===== src/rtl/pll_lock_controller.sv =====
// Coarse/fine DCO acquisition and lock sequencer driven by PFD up/down pulses.
// Define PLL_LOCK_LOSS_DET_EN to enable lock-loss detection while LOCKED.
module pll_lock_controller #(
  parameter int CTRL_W         = 10,
  parameter int CTRL_INIT      = 512,
  parameter int COARSE_STEP    = 16,
  parameter int LOCK_CYCLES    = 64,
  parameter int TIMEOUT_CYCLES = 4096,
  parameter int LOSS_STREAK    = 4
) (
  input  logic              clk,
  input  logic              rst,
  input  logic              enable,
  input  logic              up,
  input  logic              down,
  output logic [CTRL_W-1:0] dco_ctrl,
  output logic              locked,
  output logic [1:0]        state,
  output logic              acq_err
);

  localparam int QW = $clog2(LOCK_CYCLES + 1);
  localparam int TW = $clog2(TIMEOUT_CYCLES + 1);
  localparam logic [CTRL_W:0] MAXV = {1'b0, {CTRL_W{1'b1}}};
  localparam logic [CTRL_W:0] CSTEP = (CTRL_W+1)'(COARSE_STEP);
  localparam logic [CTRL_W:0] FSTEP = (CTRL_W+1)'(1);
  localparam logic [CTRL_W-1:0] INIT = CTRL_W'(CTRL_INIT);

  typedef enum logic [1:0] {
    S_IDLE   = 2'd0,
    S_COARSE = 2'd1,
    S_FINE   = 2'd2,
    S_LOCKED = 2'd3
  } state_t;

  state_t            r_state, w_nxt;
  logic [CTRL_W-1:0] r_dco, w_dco_nxt;
  logic [CTRL_W-1:0] w_coarse, w_fine;
  logic              r_locked;
  logic              r_err, w_err_nxt;
  logic [1:0]        r_last_dir, w_ld_nxt;
  logic [QW-1:0]     r_quiet, w_quiet_nxt;
  logic [TW-1:0]     r_tmo, w_tmo_nxt;
  logic              w_up, w_dn, w_corr;
  logic              w_match, w_opp, w_tmo_hit;
  logic [1:0]        w_dir;

`ifdef PLL_LOCK_LOSS_DET_EN
  localparam int SW = $clog2(LOSS_STREAK + 1);
  logic [SW-1:0] r_streak, w_streak_nxt;
`else
  logic w_unused_loss;
  assign w_unused_loss = |LOSS_STREAK;
`endif

  // Saturating unsigned step; no wrap at either end.
  function automatic logic [CTRL_W-1:0] f_step(
    input logic [CTRL_W-1:0] v,
    input logic [CTRL_W:0]   s,
    input logic              inc,
    input logic              dec
  );
    logic [CTRL_W:0] e;
    e = {1'b0, v};
    if (inc)
      e = ((e + s) > MAXV) ? MAXV : (e + s);
    else if (dec)
      e = (e < s) ? '0 : (e - s);
    return e[CTRL_W-1:0];
  endfunction

  // last_dir: 2'b01 = up, 2'b10 = down, 2'b00 = none yet.
  assign w_up      = up & ~down;
  assign w_dn      = down & ~up;
  assign w_corr    = w_up | w_dn;
  assign w_dir     = {w_dn, w_up};
  assign w_match   = w_corr && (w_dir == r_last_dir);
  assign w_opp     = w_corr && (r_last_dir != 2'b00)
                     && (w_dir != r_last_dir);
  assign w_tmo_hit = (r_tmo == TW'(TIMEOUT_CYCLES - 1));
  assign w_coarse  = f_step(r_dco, CSTEP, w_up, w_dn);
  assign w_fine    = f_step(r_dco, FSTEP, w_up, w_dn);

  always_comb begin
    w_nxt       = r_state;
    w_dco_nxt   = r_dco;
    w_ld_nxt    = r_last_dir;
    w_quiet_nxt = '0;
    w_tmo_nxt   = '0;
    w_err_nxt   = r_err;
`ifdef PLL_LOCK_LOSS_DET_EN
    w_streak_nxt = r_streak;
`endif
    unique case (r_state)
      S_IDLE: begin
        if (enable) w_nxt = S_COARSE;
      end
      S_COARSE: begin
        w_dco_nxt = w_coarse;
        w_tmo_nxt = r_tmo + 1'b1;
        if (w_corr) w_ld_nxt = w_dir;
        if (w_opp) w_nxt = S_FINE;
        if (w_tmo_hit) begin
          w_nxt     = S_IDLE;
          w_err_nxt = 1'b1;
        end
      end
      S_FINE: begin
        w_dco_nxt   = w_fine;
        w_tmo_nxt   = r_tmo + 1'b1;
        w_quiet_nxt = w_match ? '0 : r_quiet + 1'b1;
        if (w_corr) w_ld_nxt = w_dir;
        if (r_quiet == QW'(LOCK_CYCLES - 1))
          w_nxt = S_LOCKED;
        if (w_tmo_hit) begin
          w_nxt     = S_IDLE;
          w_err_nxt = 1'b1;
        end
      end
      S_LOCKED: begin
        w_dco_nxt = w_fine;
        if (w_corr) w_ld_nxt = w_dir;
`ifdef PLL_LOCK_LOSS_DET_EN
        if (w_corr)
          w_streak_nxt = w_match ? r_streak + 1'b1 : SW'(1);
        if (w_streak_nxt == SW'(LOSS_STREAK))
          w_nxt = S_COARSE;
`endif
      end
    endcase
    if (!enable) begin
      w_nxt     = S_IDLE;
      w_err_nxt = 1'b0;
    end
    if (w_nxt != S_FINE) w_quiet_nxt = '0;
    if (w_nxt == S_IDLE || w_nxt == S_LOCKED)
      w_tmo_nxt = '0;
`ifdef PLL_LOCK_LOSS_DET_EN
    if (w_nxt != S_LOCKED) w_streak_nxt = '0;
`endif
    if (w_nxt == S_IDLE || r_state == S_IDLE) begin
      w_dco_nxt = INIT;
      w_ld_nxt  = 2'b00;
    end
  end

  always_ff @(posedge clk) begin
    if (rst) begin
      r_state    <= S_IDLE;
      r_dco      <= INIT;
      r_locked   <= 1'b0;
      r_err      <= 1'b0;
      r_last_dir <= 2'b00;
      r_quiet    <= '0;
      r_tmo      <= '0;
    end else begin
      r_state    <= w_nxt;
      r_dco      <= w_dco_nxt;
      r_locked   <= (w_nxt == S_LOCKED);
      r_err      <= w_err_nxt;
      r_last_dir <= w_ld_nxt;
      r_quiet    <= w_quiet_nxt;
      r_tmo      <= w_tmo_nxt;
    end
  end

`ifdef PLL_LOCK_LOSS_DET_EN
  always_ff @(posedge clk) begin
    if (rst) r_streak <= '0;
    else     r_streak <= w_streak_nxt;
  end
`endif

  assign dco_ctrl = r_dco;
  assign locked   = r_locked;
  assign state    = r_state;
  assign acq_err  = r_err;

endmodule


===== config.mk =====
export PLATFORM = sky130hd
export DESIGN_NAME = pll_lock_controller
export DESIGN_NICKNAME = d
export VERILOG_FILES = /design/src/rtl/pll_lock_controller.sv
export SDC_FILE = /design/constraint.sdc
export NUM_CORES = 1
export LEC_CHECK = 0
export BUFFER_PORTS_ARGS = -buffer_cell sky130_fd_sc_hd__buf_2
export CAP_MARGIN = 0
export CORE_MARGIN = 2
export CORE_UTILIZATION = 55
export DETAILED_ROUTE_END_ITERATION = 8
export PLACE_DENSITY = 0.81
export SKIP_CTS_REPAIR_TIMING = 1
export SLEW_MARGIN = 20
export SYNTH_ARGS = -nofsm -noshare
export SYNTH_HDL_FRONTEND = slang
export SYNTH_SLANG_ARGS = --single-unit

===== constraint.sdc =====
create_clock -name clk -period 3.1 [get_ports clk]
set_clock_uncertainty 0.1 [all_clocks]
set_input_delay 0.62 -clock clk [delete_from_list [all_inputs] [get_ports clk]]
set_output_delay 0.62 -clock clk [all_outputs]
set_load 0.01 [all_outputs]

# Yosys cells after proc, flatten, opt, wreduce, memory -nomap -nowiden
# Cells that the tools add are included.
# totals
reg_bits,36
output_inout_bits,14
word_cells,70
input_bits,5
# op_classes
n_bitwise,8
add_sub_neg,6
mux,15
magnitude_cmp,4
reduce_logical,19
eq_ne,11
# ops
operator,count
two-way mux 10 bit,8
"greater-than comparator 11 x 10 -> 1 bit, second input constant",2
case mux 10 bit (2 select lines),1
"adder 13 x 1 -> 13 bit, second input constant",1
"equality test 13 x 12 -> 1 bit, second input constant",1
"adder 10 x 1 -> 11 bit, second input constant",1
"adder 10 x 5 -> 11 bit, second input constant",1
"< comparator 10 x 1 -> 1 bit, second input constant",1
"< comparator 10 x 5 -> 1 bit, second input constant",1
two-way mux 2 bit,5
"subtractor 10 x 1 -> 10 bit, second input constant",1
"subtractor 10 x 5 -> 10 bit, second input constant",1
OR reduction 2 bit,4
"adder 7 x 1 -> 7 bit, second input constant",1
"equality test 7 x 6 -> 1 bit, second input constant",1
"equality test 2 bit, second input constant",3
case mux 2 bit (3 select lines),1
OR reduction 3 bit,2
NOT 1 bit,5
zero test 2 bit,2
AND reduction 2 bit,2
nonzero test 2 bit,2
OR reduction 4 bit,1
logical AND 1 bit,3
10 further kinds,12

# Longest topological paths before layout
# Gate-level depths: netlist (run 1).
# depth
depth_word,12
ltp_mapped,14
ltp_nobuf,13

# Worst setup path before layout (run 1)
# No wires, ideal clock.
# synth_path
path_type,input port to flip-flop
start,input down
end,"register r_dco[2], in the netlist dco_ctrl[2]"
cell_stages,14
arrival_ps,2710
setup_time_ps,87
slack_ps,203
cell_sequence,inv_1 ha_1 nor2b_1 o21ai_1 a21oi_1 o21ai_1 a211oi_4 or2_1 ha_1 or3_1 clkbuf_1 nor2_1 nand3_1 o31ai_1
# synth_between
elab_chain_len,12
# synth_rtl
item,line_no,source
start: declaration,15,"input logic down,"
NOT 1 bit *,73,assign w_up = up & ~down;
bitwise AND 1 bit *,73,
named net w_up,44,"logic w_up, w_dn, w_corr;"
bitwise OR 1 bit,75,assign w_corr = w_up | w_dn;
logical AND 1 bit,78,assign w_opp = w_corr && (r_last_dir != 2'b00)
logical AND 1 bit,79,&& (w_dir != r_last_dir);
two-way mux 2 bit,102,if (w_opp) w_nxt = S_FINE;
two-way mux 2 bit,103,if (w_tmo_hit) begin
case mux 2 bit (3 select lines),94,unique case (r_state)
two-way mux 2 bit,131,if (!enable) begin
zero test 2 bit,141,if (w_nxt == S_IDLE || r_state == S_IDLE) begin
logical OR 1 bit,141,
OR reduction 2 bit (no source line),n/a,
end signal: assignment,158,r_dco <= w_dco_nxt;
end: declaration,37,"logic [CTRL_W-1:0] r_dco, w_dco_nxt;"
# The timed path passes the listed nets; every way through them passes the cells marked *.
# A chain may end at the register's enable or synchronous reset.

# Final worst setup path (run 1)
# layout_path
start,register r_tmo[4]
end,register r_quiet[6]
# layout_between
elab_chain_len,6
# layout_rtl
item,line_no,source
start: declaration,43,"logic [TW-1:0] r_tmo, w_tmo_nxt;"
start signal: assignment,163,r_tmo <= w_tmo_nxt;
equality test 13 x 12 -> 1 bit *,80,assign w_tmo_hit = (r_tmo == TW'(TIMEOUT_CYCLES - 1));
two-way mux 2 bit (on tied branches),"115, 103",
case mux 2 bit (3 select lines) *,94,
two-way mux 2 bit *,131,
!= test 2 bit *,135,if (w_nxt != S_FINE) w_quiet_nxt = '0;
OR reduction 4 bit (no source line) *,n/a,
end signal: assignment,162,r_quiet <= w_quiet_nxt;
end: declaration,42,"logic [QW-1:0] r_quiet, w_quiet_nxt;"
# Mark *: on every way between the ends. The rest lies on a longest branch, timed or not.

==> results.txt, run 1 <==
----------------------------------------------------
[Floorplan]
  Die Area ... 5347 µm²
  Floorplan Core Area ... approximately 4700 µm²
  Floorplan die height ... 73.12 µm
  Core Rows ... 25
  Effective utilization at floorplan ... 0.5638
  Floorplan die width ... 73.12 µm
  Number of top-level pins ... 19

[STA]
  Hold violation count in the final report ... 0
  Total Neg Setup Slack ... 0 ns
  Worst Setup Slack, final ... 0.2239 ns
  Final worst-path cycle share ... 0.9278
  Worst slew margin relative to its limit ... 0.5430
  Highest attainable clock frequency ... roughly 350 MHz
  Worst slew pin tran ... 0.6839 ns
  Max Transition Viols Final ... 0
  Final min period ... between 2 and 3 ns
  Setup Viol. Count Final ... 0
  RSZ-0062 raised after global routing ... false

[Flow run]
  Max-Cap Viols ... 0

[CTS]
  Number of clock buffers inserted by TritonCTS ... 5
  Num Clock Sinks ... 36
  TritonCTS clock tree ... yes
  Max Root-Sink Buffers ... 2
  Number of H-tree levels ... 2
  Clock Latency Late Sink ... 0.29 ns
  Buffer type at the clock tree root ... sky130_fd_sc_hd__clkbuf_8
  Clock edge transition at the registers on the reported setup and hold paths ... roughly 0.07 ns

[Setup path]
  Required time reported for the critical path endpoint ... 3.22 ns
  Crit. End Element ... flop
  Data arrival time of the worst path ... 3.00 ns
  Slowest cell on the critical path ... sky130_fd_sc_hd__or4b_4
  Type of the worst setup path ... reg -> reg
  Maximum cell stage delay along the critical path ... 0.58 ns
  CP max FO ... 7
  Nature of the critical path startpoint ... flop
  List of cells traversed by the critical path ... and3_1, and3_4, nand3_2, or4b_4, a211oi_4, or2_1, buf_4, ha_1, nand2_1, or3_1, a21oi_1

[Routing]
  Wire length on met2 ... around 3000 µm
  DRC Markers ... 0
  Drt first-iter violations ... 265
  Detailed-route via count ... 2600
  Antenna violation net count after detailed routing ... 0
  Highest metal layer with signal wires ... met4
  Met3 wire len ... 391 µm
  DR vias/cell ... roughly 6.2
  Number of detailed-routing iterations run before antenna repair ... 5
  Routed WL per cell ... 14.70 µm
  Total routed wirelength ... roughly 6000 µm
  Routed length on met1 ... 2706 µm

[Synthesis]
  Top_reg_cell synth ... sky130_fd_sc_hd__dfxtp_1
  Count of different cell masters after synthesis ... 60
  Synth Warn # ... 0
  Total of flip-flops plus latches after synthesis ... 36
  EDFF count, synth ... 0
  Number of nets produced by synthesis ... 373
  Synthesized instance count ... 350
  Synth Cell Area ... 2628 µm²
  Synth Area per Inst ... roughly 7.5 µm²
  Portion of the post-synthesis area used by sequential elements ... 0.2743
  Proportion of synthesized flip-flops having asynchronous set or reset ... 0

[Pwr]
  Areal power density over the cells ... 332.5 nW/µm²
  Maximum resistive drop on vdd ... 0.0003081 V
  Leakage dissipation ... 1.072 nW
  Power, Total ... 962.6 µW

[Place]
  Final Wtd Congestion ... approximately 0.94
  Pre-CTS setup slack ... 0.06073 ns
  Detailed placer's ending HPWL ... around 4600 µm
  Number of I/O port buffers ... 18
  Placed cell count ... 412

[Final layout]
  Diode insertion count for antenna repair ... 0
  Total Nets Final ... 388
  Area growth from synthesis to layout ... 10.19%
  Fraction of layout cells with a size suffix above 1 ... 0.1284
  # fillers ... 417
  Utilization after layout ... 0.6212
  Non-filler instance count after layout ... 420

[Global route]
  Total overflow reported by the global router ... 0
  Maximum number of pins on one net before global-route repair ... 32
  Wire length of the first global-routing pass ... 10540 µm
  Overall Global Routing Usage ... 0.2472
  Antenna violations before repair ... 0
  Number of global-route vias before repair ... 2372

[Min path]
  Hold/Removal Path Class ... reg -> reg

[Outcome]
  Status ... complete, no violations

----------------------------------------------------
## final timing paths
kind                              start               endpoint  slack (ns)  cells after the start
setup / recovery    r_tmo[4]$_SDFF_PP0_  r_quiet[6]$_SDFF_PP0_        0.22                     11
hold / removal    r_quiet[0]$_SDFF_PP0_  r_quiet[0]$_SDFF_PP0_        0.34                      1
setup reg to reg    r_tmo[4]$_SDFF_PP0_  r_quiet[6]$_SDFF_PP0_        0.22                     11
hold reg to reg   r_quiet[0]$_SDFF_PP0_  r_quiet[0]$_SDFF_PP0_        0.34                      1
## state kept, by name (all words and copies together), names as in the netlist
register    count
state           2
dco_ctrl       10
r_quiet         7
locked          1
acq_err         1
r_tmo          13
r_last_dir      2
## critical path, delay by kind of cell (launching register included)
kind	cells	cell delay, ns
simple gates	7	1.69
flops	1	0.39
compound gates	2	0.38
fa+ha+maj	1	0.13
buf+inv	1	0.11
## cells in the mapped netlist (2+ instances only)
library cell                number  area (µm²)
sky130_fd_sc_hd__a21oi_1        20       100.1
sky130_fd_sc_hd__o21a_1          3       22.52
sky130_fd_sc_hd__nand2_1        29       108.9
sky130_fd_sc_hd__nand4_1         7       43.79
sky130_fd_sc_hd__nor2_1         44       165.2
sky130_fd_sc_hd__nand3b_1        3       22.52
sky130_fd_sc_hd__a31o_1          2       17.52
sky130_fd_sc_hd__inv_1          15       56.30
sky130_fd_sc_hd__nor2b_1         5       31.28
sky130_fd_sc_hd__a31oi_1         5       31.28
sky130_fd_sc_hd__nor4_1          5       31.28
sky130_fd_sc_hd__o211a_1         2       20.02
sky130_fd_sc_hd__a21boi_0        2       15.01
sky130_fd_sc_hd__o22ai_1         3       18.77
sky130_fd_sc_hd__nor3_1          7       35.03
sky130_fd_sc_hd__clkbuf_1       20       75.07
sky130_fd_sc_hd__or3_1           4       25.02
sky130_fd_sc_hd__a41oi_1         2       17.52
sky130_fd_sc_hd__nand3_1        17       85.08
sky130_fd_sc_hd__and2_1          4       25.02
sky130_fd_sc_hd__dfxtp_1        36       720.7
sky130_fd_sc_hd__a221oi_1        2       17.52
sky130_fd_sc_hd__o2111ai_1       2       17.52
sky130_fd_sc_hd__and3_1          4       25.02
sky130_fd_sc_hd__a211oi_1        4       30.03
sky130_fd_sc_hd__mux2i_1         2       20.02
sky130_fd_sc_hd__o21ai_1         9       45.04
sky130_fd_sc_hd__o31ai_1         3       22.52
sky130_fd_sc_hd__o21ai_0        20       100.1
sky130_fd_sc_hd__ha_1           18       225.2
sky130_fd_sc_hd__xor2_1          9       78.83
sky130_fd_sc_hd__a2111oi_0       3       26.28
sky130_fd_sc_hd__nand2b_1        3       18.77
sky130_fd_sc_hd__xnor2_1        10       87.58
## cell type report
| cell class | instances | area [µm²] | share of cell area |
|---|---|---|---|
| sequential | 36 | 720.7 | 0.2489 |
| timing repair buffer | 30 | 180.2 | 0.06223 |
| clock inverter | 3 | 42.54 | 0.01469 |
| tap | 54 | 67.56 | 0.02334 |
| inverter | 16 | 60.06 | 0.02074 |
| clock buffer | 5 | 68.82 | 0.02377 |
| multi-input combinational | 276 | 1755 | 0.6063 |
## cell usage in the layout, fill, tap and decap left out, types with 12 or more instances in the layout
cell type / count
sky130_fd_sc_hd__nor2_1: 44
sky130_fd_sc_hd__o21ai_0: 20
sky130_fd_sc_hd__a21oi_1: 20
sky130_fd_sc_hd__buf_4: 12
sky130_fd_sc_hd__dfxtp_1: 36
sky130_fd_sc_hd__nand2_1: 29
sky130_fd_sc_hd__nand3_1: 17
sky130_fd_sc_hd__ha_1: 18
sky130_fd_sc_hd__buf_2: 18
sky130_fd_sc_hd__inv_1: 15
## where the power goes
part	switching [mW]	internal (mW)
sequential	0.00363	0.464
combinational	0.0480	0.0332
clock	0.176	0.238
## layer usage
metal / track usage / vias to the layer above
li1: - / 1288
met1: 0.3076 / 1193
met2: 0.4144 / 106
met3: 0.05249 / 13
met4: 0.09877 / 0
met5: 0 / -
## cell families after synthesis
family | synth area share
compound gates | 0.2386
xor+xnor | 0.06333
fa+ha+maj | 0.08572
buf+inv | 0.05761
flops | 0.2743
mux | 0.01190
simple gates | 0.2686
## through the flow
step | area (µm²) | hold slack, ns
after CTS | 2895 | 0.3438
after floorplan | 2628 | 0.3132
after global routing | 2895 | 0.3745
final | 2895 | 0.3381
after global placement | 2784 | 0.3284
after detailed placement | 2784 | 0.3332
(Power assumes the default switching activity.)
==> run 2: changes to the inputs <==
Settings changed: CORE_UTILIZATION 55 to 25, CTS_BUF_LIST set to sky130_fd_sc_hd__clkbuf_16, PLACE_DENSITY 0.81 to 0.47.
==> run 2 against run 1 <==
Sequential power hardly changed. Cell count is 21% higher. Sequential cell count stayed put. Critical path depth stayed put. Sequential share of layout area is 1.4 points lower. Register-to-register slack hardly changed.
==> results.txt, run 2 (synthesis gave the netlist of run 1 again) <==
----------------------------------------------------
[Pwr]
  Maximum resistive drop on vdd ... 0.0002311 V (was 0.0003081 V)
  Areal power density over the cells ... 339.6 nW/µm² (was 332.5 nW/µm²)
  Net switching power ... 251.9 µW (was 227.7 µW)
  Internal power ... 791.3 µW (was 734.9 µW)
  Leakage dissipation ... 1.118 nW (was 1.072 nW)
  Proportion of power drawn by combinational gates ... 0.081 (was 0.084)
  Share of power burned in registers ... 0.449 (was 0.485)
  Power share of the clock group ... 0.470 (was 0.430)
  Switching power as a share of total power ... 0.2415 (was 0.2366)

[Routing]
  DR vias/cell ... 5.047 (was 6.190)
  Detailed-route via count ... 2564 (was 2600)
  Wire length on met2 ... 3338 µm (was 2959 µm)
  Highest metal layer with signal wires ... met4 (unchanged)
  Routed length on met1 ... 3389 µm (was 2706 µm)
  Antenna violation net count after detailed routing ... 0 (unchanged)
  Routed WL per cell ... 13.91 µm (was 14.70 µm)
  Number of detailed-routing iterations run before antenna repair ... 4 (was 5)
  Drt first-iter violations ... 118 (was 265)
  Total routed wirelength ... 7067 µm (was 6172 µm)
  DRC Markers ... 0 (unchanged)
  Met3 wire len ... 253 µm (was 391 µm)

[Global route]
  Wire length of the first global-routing pass ... 11960 µm (was 10540 µm)
  Number of global-route vias before repair ... 2377 (was 2372)
  Overall Global Routing Usage ... 0.1304 (was 0.2472)
  Maximum number of pins on one net before global-route repair ... 32 (unchanged)
  Total overflow reported by the global router ... 0 (unchanged)
  Antenna violations before repair ... 0 (unchanged)

[Final layout]
  Total Nets Final ... 394 (was 388)
  Combined flip-flop and latch cell area ... 720.7 µm² (unchanged)
  Most used cells in the layout excluding fill and tap cells ... 44 x sky130_fd_sc_hd__nor2_1, 36 x sky130_fd_sc_hd__dfxtp_1, 29 x sky130_fd_sc_hd__nand2_1 (unchanged)
  Diode insertion count for antenna repair ... 0 (unchanged)
  Area of the multi-input gates ... 1755 µm² (unchanged)
  Area growth from synthesis to layout ... 16.90% (was 10.19%)
  Number of flip-flops in the largest register ... 13 (unchanged)
  Non-filler instance count after layout ... 508 (was 420)
  Fraction of layout cells with a size suffix above 1 ... 0.1371 (was 0.1284)
  # fillers ... 1166 (was 417)
  Utilization after layout ... 0.2989 (was 0.6212)
  Top register by number of flip-flops ... r_tmo (unchanged)
  Most frequent standard cell in the layout excluding fill and tap cells ... sky130_fd_sc_hd__nor2_1 (unchanged)

[Setup path]
  Crit. End Element ... flop (unchanged)
  Required time reported for the critical path endpoint ... 3.21 ns (was 3.22 ns)
  Type of the worst setup path ... reg -> reg (unchanged)
  Data arrival time of the worst path ... 2.98 ns (was 3.00 ns)
  Nature of the critical path startpoint ... flop (unchanged)
  CP max FO ... 7 (unchanged)

[CTS]
  Number of clock buffers inserted by TritonCTS ... 5 (unchanged)
  Max Root-Sink Buffers ... 2 (unchanged)
  Clock edge transition at the registers on the reported setup and hold paths ... 0.05 ns (was 0.07 ns)
  Clock Latency Late Sink ... 0.28 ns (was 0.29 ns)
  TritonCTS clock tree ... yes (unchanged)
  Num Clock Sinks ... 36 (unchanged)
  Buffer type at the clock tree root ... sky130_fd_sc_hd__clkbuf_16 (was sky130_fd_sc_hd__clkbuf_8)
  Number of H-tree levels ... 2 (unchanged)

[Floorplan]
  Floorplan die width ... 106.5 µm (was 73.12 µm)
  Die Area ... 11350 µm² (was 5347 µm²)
  Floorplan die height ... 106.5 µm (was 73.12 µm)
  Number of top-level pins ... 19 (unchanged)
  Effective utilization at floorplan ... 0.2557 (was 0.5638)
  Floorplan Core Area ... 10280 µm² (was 4661 µm²)
  Core Rows ... 37 (was 25)

[STA]
  Worst slew pin tran ... 0.6545 ns (was 0.6839 ns)
  Final min period ... 2.870 ns (was 2.876 ns)
  Max Transition Viols Final ... 0 (unchanged)
  Setup Viol. Count Final ... 0 (unchanged)
  Worst Setup Slack, final ... 0.2301 ns (was 0.2239 ns)
  Worst slew margin relative to its limit ... 0.5627 (was 0.5430)
  Final worst-path cycle share ... 0.9258 (was 0.9278)
  Hold violation count in the final report ... 0 (unchanged)
  Highest attainable clock frequency ... 348.4 MHz (was 347.7 MHz)
  RSZ-0062 raised after global routing ... false (unchanged)

[Outcome]
  Status ... complete, no violations (unchanged)

[Place]
  Pre-CTS setup slack ... -0.03347 ns (was 0.06073 ns)
  Placed cell count ... 500 (was 412)
  Final Wtd Congestion ... 0.8437 (was 0.9409)
  Detailed placer's ending HPWL ... 5205 µm (was 4574 µm)
  Number of I/O port buffers ... 18 (unchanged)

[Min path]
  Hold/Removal Path Class ... reg -> reg (unchanged)

[Flow run]
  Max-Cap Viols ... 0 (unchanged)

----------------------------------------------------
## run 2: cell count changes in the layout (fill, tap and decap cells not counted), sizes merged
cell,delta
inv,+1
buf,+6
bufinv,-1
## run 2: area by class of cell
cell class,count,share of cell area
Tap cell,136,0.05540
Clock inverter,3,0.004888
Timing Repair Buffer,36,0.07332
Clock buffer,5,0.04073
Sequential cell,36,0.2346
Multi-Input combinational cell,276,0.5715
Inverter,16,0.01955
## run 2: final timing paths
path	start	endpoint	slack (ns)	cells after the start
worst max-delay path	r_tmo[4]$_SDFF_PP0_	r_quiet[6]$_SDFF_PP0_	0.23	11
worst min-delay path	r_quiet[0]$_SDFF_PP0_	r_quiet[0]$_SDFF_PP0_	0.34	1
worst max register to register	r_tmo[4]$_SDFF_PP0_	r_quiet[6]$_SDFF_PP0_	0.23	11
worst min register to register	r_quiet[0]$_SDFF_PP0_	r_quiet[0]$_SDFF_PP0_	0.34	1
## run 2: per-stage QoR
step                      instance area, µm²  setup TNS, ns  hold slack (ns)  total power [mW]
after floorplan                         2628              0           0.3132            0.5313
after global placement                  2932              0           0.3286            0.5623
after detailed placement                2932       -0.05064           0.3366            0.5620
after CTS                               3072              0           0.3473             1.058
after global routing                    3072              0           0.3750             1.087
final                                   3072              0           0.3390             1.043
## run 2: routing by layer
metal,up-vias,track usage
met4,0,0.03618
met2,47,0.2102
met3,10,0.02330
met5,-,0
li1,1298,-
met1,1209,0.1784
## run 2: power by group through the flow
| stage | sequential (mW) | clock [mW] | combinational (mW) |
|---|---|---|---|
| final | 0.468 | 0.491 | 0.0845 |
| after global routing | 0.468 | 0.524 | 0.0950 |
| after CTS | 0.468 | 0.506 | 0.0843 |
| after detailed placement | 0.478 | 0 | 0.0839 |
| after global placement | 0.478 | 0 | 0.0840 |
| after floorplan | 0.477 | 0 | 0.0544 |
## run 2: critical path, stage by stage, from the launching register on
cell                       delay [ns]
sky130_fd_sc_hd__dfxtp_1         0.37
sky130_fd_sc_hd__and3_1          0.21
sky130_fd_sc_hd__and3_4          0.21
sky130_fd_sc_hd__nand3_2         0.07
sky130_fd_sc_hd__or4b_4          0.58
sky130_fd_sc_hd__a211oi_4        0.23
sky130_fd_sc_hd__or2_1           0.16
sky130_fd_sc_hd__buf_4           0.11
sky130_fd_sc_hd__ha_1            0.13
sky130_fd_sc_hd__nand2_1         0.04
sky130_fd_sc_hd__or3_1           0.44
sky130_fd_sc_hd__a21oi_1         0.15
